--- src/rtl/bank_ram_pkg.sv ---
// Shared types and constants for the bank RAM burst master and its read-return FIFO.
package bank_ram_pkg;

   typedef enum logic [1:0] {
      IDLE  = 2'd0,
      WRITE = 2'd1,
      READ  = 2'd2,
      DRAIN = 2'd3
   } burst_state_e;

   localparam int BURST_RD_FIFO_DEPTH = 4;
   localparam int BURST_RD_CNT_W      = $clog2(BURST_RD_FIFO_DEPTH + 1);
   localparam int BURST_RD_PTR_W      = $clog2(BURST_RD_FIFO_DEPTH);

endpackage

--- src/rtl/ram_if.sv ---
// Single-port bank RAM port: 1-cycle read latency, rdata held between reads.
interface ram_if #(
   parameter int ADDR_WIDTH = 10,
   parameter int DATA_WIDTH = 64
) ();
   logic                  en;
   logic                  we;
   logic [ADDR_WIDTH-1:0] addr;
   logic [DATA_WIDTH-1:0] wdata;
   logic [DATA_WIDTH-1:0] rdata;

   modport master (output en, output we, output addr, output wdata, input rdata);
   modport slave  (input en, input we, input addr, input wdata, output rdata);
endinterface

--- src/rtl/burst_rd_fifo.sv ---
// Small synchronous FIFO that absorbs read data returning from the RAM pipeline.
module burst_rd_fifo
   import bank_ram_pkg::*;
#(
   parameter int DATA_WIDTH = 64
) (
   input  logic                      clk,
   input  logic                      rst,
   input  logic                      push,
   input  logic [DATA_WIDTH-1:0]     push_data,
   input  logic                      pop,
   output logic [BURST_RD_CNT_W-1:0] count,
   output logic [DATA_WIDTH-1:0]     head
);

   logic [DATA_WIDTH-1:0]     store [BURST_RD_FIFO_DEPTH];
   logic [BURST_RD_PTR_W-1:0] wr_ptr;
   logic [BURST_RD_PTR_W-1:0] rd_ptr;
   logic                      do_push;
   logic                      do_pop;

   assign do_push = push && (count != BURST_RD_CNT_W'(BURST_RD_FIFO_DEPTH));
   assign do_pop  = pop && (count != '0);
   assign head    = store[rd_ptr];

   // NOTE: non-blocking assignments in clocked blocks so every register samples pre-edge values.
   always_ff @(posedge clk) begin
      if (rst) begin
         wr_ptr <= '0;
         rd_ptr <= '0;
         count  <= '0;
      end else begin
         if (do_push) wr_ptr <= wr_ptr + 1'b1;
         if (do_pop)  rd_ptr <= rd_ptr + 1'b1;
         case ({do_push, do_pop})
            2'b10:   count <= count + 1'b1;
            2'b01:   count <= count - 1'b1;
            default: count <= count;
         endcase
      end
   end

   // NOTE: storage has no reset; the count gates visibility, so stale words are never observed.
   always_ff @(posedge clk) begin
      if (do_push) store[wr_ptr] <= push_data;
   end

endmodule

--- src/rtl/bank_ram_burst_master.sv ---
// Command-driven burst initiator for a bank RAM: streams writes in, streams reads out with backpressure.
module bank_ram_burst_master
   import bank_ram_pkg::*;
#(
   parameter int ADDR_WIDTH = 10,
   parameter int DATA_WIDTH = 64,
   parameter int LEN_WIDTH  = 11
) (
   input  logic                  clk,
   input  logic                  rst,
   input  logic                  cmd_valid,
   output logic                  cmd_ready,
   input  logic                  cmd_write,
   input  logic [ADDR_WIDTH-1:0] cmd_addr,
   input  logic [LEN_WIDTH-1:0]  cmd_len,
   input  logic                  wr_valid,
   output logic                  wr_ready,
   input  logic [DATA_WIDTH-1:0] wr_data,
   output logic                  rd_valid,
   input  logic                  rd_ready,
   output logic [DATA_WIDTH-1:0] rd_data,
   output logic                  done,
   ram_if.master                 ram
);

   localparam int OCC_W = BURST_RD_CNT_W + 1;

   burst_state_e              state;
   burst_state_e              next_state;
   logic [ADDR_WIDTH-1:0]     addr_q;
   logic [LEN_WIDTH-1:0]      remaining_q;
   logic                      ram_en_q;
   logic                      ram_we_q;
   logic [ADDR_WIDTH-1:0]     ram_addr_q;
   logic [DATA_WIDTH-1:0]     ram_wdata_q;
   logic [1:0]                issue_sr;
   logic                      wr_done_q;
   logic                      done_q;
   logic [BURST_RD_CNT_W-1:0] fifo_count;
   logic [DATA_WIDTH-1:0]     fifo_head;

   logic                      cmd_fire;
   logic                      wr_fire;
   logic                      rd_issue;
   logic                      rd_pop;
   logic                      drained;
   logic                      last_word;
   logic [1:0]                inflight;
   logic [OCC_W-1:0]          occupancy;

   assign cmd_ready = (state == IDLE) && !rst;
   assign wr_ready  = (state == WRITE);
   assign rd_valid  = (fifo_count != '0);
   assign rd_data   = fifo_head;
   assign done      = done_q;

   assign ram.en    = ram_en_q;
   assign ram.we    = ram_we_q;
   assign ram.addr  = ram_addr_q;
   assign ram.wdata = ram_wdata_q;

   // Reads are tracked by issue position, not by rdata changing: the RAM holds rdata between reads.
   assign inflight  = {1'b0, issue_sr[0]} + {1'b0, issue_sr[1]};
   assign occupancy = {1'b0, fifo_count} + OCC_W'(inflight);

   // NOTE: every always_comb output gets a default first so no path leaves a latch behind.
   always_comb begin
      cmd_fire   = cmd_valid && cmd_ready;
      wr_fire    = (state == WRITE) && wr_valid;
      rd_issue   = (state == READ) && (remaining_q != '0)
                   && (occupancy < OCC_W'(BURST_RD_FIFO_DEPTH));
      rd_pop     = rd_valid && rd_ready;
      last_word  = (remaining_q == LEN_WIDTH'(1));
      drained    = (inflight == 2'd0)
                   && ((fifo_count == '0) || ((fifo_count == BURST_RD_CNT_W'(1)) && rd_pop));
      next_state = state;
      case (state)
         IDLE:  if (cmd_fire && (cmd_len != '0)) next_state = cmd_write ? WRITE : READ;
         WRITE: if (wr_fire && last_word) next_state = IDLE;
         READ:  if ((remaining_q == '0) || (rd_issue && last_word)) next_state = DRAIN;
         DRAIN: if (drained) next_state = IDLE;
         default: next_state = IDLE;
      endcase
   end

   always_ff @(posedge clk) begin
      if (rst) begin
         state       <= IDLE;
         addr_q      <= '0;
         remaining_q <= '0;
         ram_en_q    <= 1'b0;
         ram_we_q    <= 1'b0;
         ram_addr_q  <= '0;
         ram_wdata_q <= '0;
         issue_sr    <= '0;
         wr_done_q   <= 1'b0;
         done_q      <= 1'b0;
      end else begin
         state     <= next_state;
         ram_en_q  <= 1'b0;
         ram_we_q  <= 1'b0;
         issue_sr  <= {issue_sr[0], rd_issue};
         wr_done_q <= wr_fire && last_word;
         // Write completion is reported once the final RAM write has actually taken place.
         done_q    <= (cmd_fire && (cmd_len == '0)) || wr_done_q || ((state == DRAIN) && drained);
         if (cmd_fire) begin
            addr_q      <= cmd_addr;
            remaining_q <= cmd_len;
         end
         if (wr_fire || rd_issue) begin
            ram_en_q    <= 1'b1;
            ram_we_q    <= wr_fire;
            ram_addr_q  <= addr_q;
            addr_q      <= addr_q + 1'b1;
            remaining_q <= remaining_q - 1'b1;
         end
         if (wr_fire) ram_wdata_q <= wr_data;
      end
   end

   burst_rd_fifo #(
      .DATA_WIDTH(DATA_WIDTH)
   ) u_rd_fifo (
      .clk      (clk),
      .rst      (rst),
      .push     (issue_sr[1]),
      .push_data(ram.rdata),
      .pop      (rd_pop),
      .count    (fifo_count),
      .head     (fifo_head)
   );

endmodule

--- src/flat_wrapper.sv ---
// flat-port wrapper written by rule: the top's interface ports become plain ports
module bank_ram_burst_master_flat import bank_ram_pkg::*;
#(
   parameter int ADDR_WIDTH = 10,
   parameter int DATA_WIDTH = 64,
   parameter int LEN_WIDTH  = 11
)
  (clk, rst, cmd_valid, cmd_ready, cmd_write, cmd_addr, cmd_len, wr_valid, wr_ready, wr_data, rd_valid, rd_ready, rd_data, done, ram_en, ram_we, ram_addr, ram_wdata, ram_rdata);
  ram_if #(.ADDR_WIDTH(ADDR_WIDTH), .DATA_WIDTH(DATA_WIDTH)) ram_i ();
  input  logic clk;
  input  logic rst;
  input  logic cmd_valid;
  output logic cmd_ready;
  input  logic cmd_write;
  input  logic [ADDR_WIDTH-1:0] cmd_addr;
  input  logic [LEN_WIDTH-1:0] cmd_len;
  input  logic wr_valid;
  output logic wr_ready;
  input  logic [DATA_WIDTH-1:0] wr_data;
  output logic rd_valid;
  input  logic rd_ready;
  output logic [DATA_WIDTH-1:0] rd_data;
  output logic done;
  output wire logic [$bits(ram_i.en)-1:0] ram_en;
  output wire logic [$bits(ram_i.we)-1:0] ram_we;
  output wire logic [$bits(ram_i.addr)-1:0] ram_addr;
  output wire logic [$bits(ram_i.wdata)-1:0] ram_wdata;
  input wire logic [$bits(ram_i.rdata)-1:0] ram_rdata;
  assign ram_en = ram_i.en;
  assign ram_we = ram_i.we;
  assign ram_addr = ram_i.addr;
  assign ram_wdata = ram_i.wdata;
  assign ram_i.rdata = ram_rdata;
  bank_ram_burst_master #(.ADDR_WIDTH(ADDR_WIDTH), .DATA_WIDTH(DATA_WIDTH), .LEN_WIDTH(LEN_WIDTH)) u_core (.clk(clk), .rst(rst), .cmd_valid(cmd_valid), .cmd_ready(cmd_ready), .cmd_write(cmd_write), .cmd_addr(cmd_addr), .cmd_len(cmd_len), .wr_valid(wr_valid), .wr_ready(wr_ready), .wr_data(wr_data), .rd_valid(rd_valid), .rd_ready(rd_ready), .rd_data(rd_data), .done(done), .ram(ram_i));
endmodule
--- config.mk ---
export PLATFORM = sky130hd
export DESIGN_NAME = bank_ram_burst_master_flat
export DESIGN_NICKNAME = d
export VERILOG_FILES = /design/src/rtl/bank_ram_pkg.sv /design/src/rtl/ram_if.sv /design/src/rtl/burst_rd_fifo.sv /design/src/rtl/bank_ram_burst_master.sv /design/src/flat_wrapper.sv
export SDC_FILE = /design/constraint.sdc
export NUM_CORES = 1
export LEC_CHECK = 0
export ABC_AREA = 1
export CAP_MARGIN = 20
export CORE_ASPECT_RATIO = 0.75
export CORE_UTILIZATION = 45
export DETAILED_ROUTE_END_ITERATION = 16
export GPL_TIMING_DRIVEN = 0
export PLACE_DENSITY = 0.73
export SYNTH_ARGS = -nofsm -noshare
export SYNTH_HDL_FRONTEND = slang
export SYNTH_SLANG_ARGS = --single-unit
--- constraint.sdc ---
create_clock -name clk -period 7.1 [get_ports clk]
set_input_delay 0.71 -clock clk [delete_from_list [all_inputs] [get_ports clk]]
set_output_delay 0.71 -clock clk [all_outputs]
set_load 0.02 [all_outputs]
==> Word-level counts from Yosys, hierarchy flattened <==
Memories as Yosys holds them, arrays and structs flattened. A register that Yosys moved wholly into a read port is not among the register bits.
Index checks and enable logic that the tools add are counted.
{ "totals": {"latch_bits": 0, "romBits": 0, "memories": 1, "word_cells": 85, "register_bits": 110, "in_bits": 155, "ramBits": 256} }
{ "memory_table": {"columns": ["name", "words", "word_bits", "read_ports", "rd_ports_with_merged_regs", "wr", "line", "rtl"], "rows": [
  ["u_core.u_rd_fifo.store", 4, 64, 1, 1, 1, "burst_rd_fifo.sv:16", "logic [DATA_WIDTH-1:0] store [BURST_RD_FIFO_DEPTH];"]
]} }
{ "classes": {"n_shift": 0, "n_eq_ne": 12, "multipliers": 0, "n_reduce_logical": 33, "order_cmp": 1, "n_mux": 16, "div": 0, "n_bitwise": 1, "n_addsub": 8} }
{ "op_table": {"columns": ["operator", "count"], "rows": [
  ["$logic_not 11->1", 2],
  ["$mux 11", 2],
  ["$reduce_bool 11->1", 2],
  ["$mux 10", 2],
  ["$logic_and 1x1->1", 15],
  ["$mux 2", 7],
  ["$eq 11x1->1 const B", 1],
  ["$sub 11x1->11 const B", 1],
  ["$add 10x1->10 const B", 1],
  ["$pmux 2 s4", 1],
  ["$eq 2x2->1 const B", 3],
  ["$pmux 3 s2", 1],
  ["$logic_or 1x1->1", 5],
  ["$add 2x1->2 const B", 2],
  ["$add 3x2->4", 1],
  ["$eq 2x1->1 const B", 2],
  ["$logic_not 2->1", 2],
  ["$lt 4x3->1 const B", 1],
  ["$ne 2x1->1 const B", 2],
  ["$ne 2x2->1 const B", 2],
  ["$reduce_and 4->1", 1],
  ["$reduce_bool 2->1", 2],
  ["$add 3x1->3 const B", 1],
  ["$eq 3x1->1 const B", 1],
  ["9 further kinds", 11]
]} }

==> Longest topological paths before layout <==
Gate-level depths: netlist of run 1.
{ "logic_depth": {"depth_word": 8, "ltp_mapped": 12, "ltp_nobuf": 11} }

==> Cells and area by module <==
From an unflattened synthesis of run 1, not the netlist that was laid out.
{ "unflattened": {"hier_cells": 1299, "area_unflattened_um2": 14508.9} }
{ "by_module_without_submodules": {"columns": ["module", "cells_each", "instances", "area_each_um2", "seq_area_each_um2"], "rows": [
  ["burst_rd_fifo", 686, 1, 9984.6, 7867.5],
  ["bank_ram_burst_master", 613, 1, 4524.3, 2062.0]
]} }

==> Least setup slack after synthesis of run 1 <==
Ideal clock, no wire load.
{ "synth_timing": {"kind": "register to register", "startpoint": "register u_core.u_rd_fifo.count[0]", "endpoint": "memory u_core.u_rd_fifo.store[0][0] (enable)", "slack_ns": 2.925, "stages_incl_launch_ff": 6, "arrival_time_ns": 3.689, "period_less_slack_ns": 4.175, "required_time_ns": 6.614, "path_cell_list": "dfxtp_1 inv_1 ha_1 a21oi_1 inv_1 nor2_1"} }
{ "synth_via": {"elab_chain_cells": 4} }
{ "synth_lines": {"columns": ["item", "line", "rtl"], "rows": [
  ["start: declaration", "burst_rd_fifo.sv:12", "output logic [BURST_RD_CNT_W-1:0] count,"],
  ["start signal: assignment", "burst_rd_fifo.sv:36", "2'b10: count <= count + 1'b1;"],
  ["start signal: assignment", "burst_rd_fifo.sv:37", "2'b01: count <= count - 1'b1;"],
  ["start signal: assignment", "burst_rd_fifo.sv:38", "default: count <= count;"],
  ["$ne 3x3->1", "burst_rd_fifo.sv:22", "assign do_push = push && (count != BURST_RD_CNT_W'(BURST_RD_FIFO_DEPTH));"],
  ["$logic_and 1x1->1", "burst_rd_fifo.sv:22", null],
  ["$mux 1", "burst_rd_fifo.sv:45", "if (do_push) store[wr_ptr] <= push_data;"],
  ["$mux 1 (implied by the code)", "burst_rd_fifo.sv:45", null],
  ["end: declaration", "burst_rd_fifo.sv:16", null]
]} }
Every way passes these cells.

==> results of run 1 <==
-- synthesized netlist by cell type, types with 9 or more instances --
master / count / share of area
nand3_1: 86 / 0.030
clkbuf_1: 50 / 0.013
ha_1: 15 / 0.013
nor2_1: 185 / 0.048
a21oi_1: 87 / 0.030
nand2_1: 156 / 0.040
buf_4: 9 / 0.0047
o22ai_1: 64 / 0.028
o21ai_0: 140 / 0.048
dfxtp_1: 112 / 0.15
inv_1: 50 / 0.013
xor2_1: 15 / 0.0091
o21ai_1: 10 / 0.0035
buf_2: 17 / 0.0059
edfxtp_1: 256 / 0.53
-- power by group through the flow --
| stage | logic, W | clock network (W) | registers, W |
|---|---|---|---|
| final | 0.00218 | 0.00188 | 0.00257 |
| after global routing | 0.00236 | 0.00199 | 0.00259 |
| after CTS | 0.00218 | 0.00190 | 0.00257 |
| after detailed placement | 0.00217 | 0 | 0.00261 |
| after global placement | 0.00213 | 0 | 0.00262 |
| after floorplan | 0.00120 | 0 | 0.00268 |
-- final timing paths --
| path | from | end | depth (start not counted) |
|---|---|---|---|
| worst min-delay path | u_core.ram.wdata[29] | u_core.ram.wdata[29] | 2 |
| worst min register to register | u_core.ram.wdata[29] | u_core.ram.wdata[29] | 2 |
| worst max register to register | u_core.u_rd_fifo.count[0] | u_core.u_rd_fifo.store[0][23] | 7 |
| worst max-delay path | register | rd_data[61] | 6 |
-- metrics by stage --
stage               utilization  cell area, um^2
detailed placement       0.5774            18170
finish                   0.6148            19340
CTS                      0.6145            19330
global placement         0.5712            17970
global route             0.6146            19340
floorplan                     -            14480
-- registers in the layout (all words and copies together) (netlist names), 2 cells and up, named ones only --
register and cells:
u_core.ram.addr 10, u_core.addr_q 10, u_core.u_rd_fifo.rd_ptr 2, u_core.issue_sr 2, u_core.u_rd_fifo.wr_ptr 2, u_core.ram.wdata 64
u_core.u_rd_fifo.count 3, u_core.remaining_q 11, u_core.state 2, u_core.u_rd_fifo.store 256
-- final cells by class --
class	count	area, um^2
inverters	60	225.2
well taps	406	508.0
repair buffers	306	3151
clock inverters	18	113.9
flip-flops and latches	368	9930
diodes	4	10.01
plain buffers	82	407.9
clock buffers	48	1051
fillers	2525	12120
multi-input cells	794	3945
-- kinds of logic after synthesis --
logic type / count (synthesis) / share of synthesized area
xor+xnor: 18 / 0.01089
simple gates: 454 / 0.1334
fa+ha+maj: 15 / 0.01296
compound gates: 307 / 0.1131
buf+inv: 142 / 0.04373
flops: 368 / 0.6859
-- routing by layer --
layer  global-route usage  vias up  wire length (um)
met3              0.06844       76              3324
li1                     -     5282                 -
met5                    0        -                27
met4              0.09349        4              1351
met2               0.3746      402             17990
met1               0.3012     5273             16480
-- critical path, delay by kind of cell, from the launching register on --
family	cells	cell delay, ns
simple gates	1	0.11
buf+inv	4	1.72
compound gates	1	0.26
flops	1	0.37
==> out/qor.yml, run 1 <==
synthesis:
  synth_nets: 1474
  synth_ff_type: "edfxtp_1"
  syn_area_um2: 14480
  synthCells: 1304
  synth.yosys.seq_area_share: 0.6859
  syn_avg_cell_area_um2: 11.10
  synth_edf_count: 256
  async_flop_share: 0
  ys_types: 34
  synth-seq-cells: 368
  synth_warnings: 0
die:
  core-area_um2: 31460
  fp.dieW_um: 209.1
  die-area_um2: 32900
  start_util: 0.4602
  std_cell_rows: 56
  die_h_um: 157.3
  boundaryPins: 299
worst_setup_path:
  path_class: "reg -> out"
  path_common_cell: "buf_2"
  crit_chain: "buf_2, buf_2, clkbuf_1, nor2_1, o22ai_1, clkdlybuf4s50_1"
  required_ns: 6.39
  crit_arrival_ns: 3.00
  cp_max_fo: 10
  start_kind: "register"
  r2r_setup_slack_ns: 4.33
  cp_slowest_cell: "clkdlybuf4s50_1"
  slowest_delay_ns: 0.66
  crit_path_end_kind: "output pin"
timing:
  hold_violations: 0
  worst_pin_slew_ns: 0.7867
  fin_crit_sh: 0.5220
  slew_headroom: 0.4743
  worst_hold_slack_ns: 0.4602
  final.setup.tns_ns: 0
  rsz0062_at_grt: "false"
  skew_ns: 0.02008
  slew_violations: 0
  fmax_ghz: 0.2698
  setup-violations-final: 0
  post-route-worst-setup-slack_ns: 3.393
  min_period_ns: 3.707
clock_network:
  worstSkewPairLatency_ns: 0.53
  clkSlewWorstSetupHoldPaths_ns: 0.06
  cts_tree: "done"
  hold_buffers: 0
  numCtsBuffers: 38
  clockBufferDepth: 3
  root_buffer: "clkbuf_16"
  post_cts_buffers: 0
  post_cts_resized: 0
  cts.sinks: 368
  htreeDepth: 2
global_routing:
  track_usage: 0.2345
  grt_pass1_wl_mm: 59.19
  antenna_found_initial: 5
  overflow: 0
  grt_pass1_vias: 10660
  grt_max_degree: 29
power:
  pwr-share-clk: 0.283
  p_int_w: 0.004401
  peakVddDrop_mv: 0.2024
  p_seq_frac: 0.388
  leakagePower_nw: 6.808
  p_sw_frac: 0.3355
  switchingPower_w: 0.002222
  combPwrFrac: 0.329
  powerDensity_nw_per_um2: 342.5
  power_w: 0.006624
detailed_routing:
  first_pass_iters: 7
  first_iter_violations: 809
  viasPerCell: 5.291
  drc_errors: 0
  drtAntennaViolNets: 0
  post_drt_wl_per_cell_um: 18.78
  num_vias: 11040
  wl_mm: 39.18
finish:
  syn_to_final_growth_pct: 33.59
  final_nets: 1820
  final_cell_mix: "clkdlybuf4s50_1, edfxtp_1, nor2_1"
  fin_cells: 2086
  layout-drive-gt1-share: 0.07279
  layout_commonest_cell: "clkdlybuf4s50_1"
job:
  drv_cap: 0
place:
  dp.cells: 2016
  place_ws_ns: 3.975
  io_buffer_count: 298
  gp_congestion: 0.9143
  place_hpwl_mm: 27.06
min_path:
  hold_path.class: "reg -> reg"
outcome:
  status: "finished, final reports clean"
No activity file was read; power rests on OpenSTA's default activity.
==> inputs of run 2 (changes only) <==
- clock period: 7.1 -> 3.8 ns (I/O delays scaled with it)
==> results of run 2 <==
Same layout as run 1 (identical final DEF). Status: finished, final reports clean.
Main changes from that run: setup slack after placement 3.975 ns -> 1.003 ns; setup slack after layout 3.393 ns -> 0.4235 ns; hold slack 0.4602 ns -> 0.4333 ns; register-to-register setup slack 4.33 ns -> 1.03 ns; end point of the worst hold path u_core.ram.wdata[29] -> u_core.ram.wdata[50]; total power 0.006624 W -> 0.01238 W; worst IR drop on VDD 0.2024 mV -> 0.3781 mV
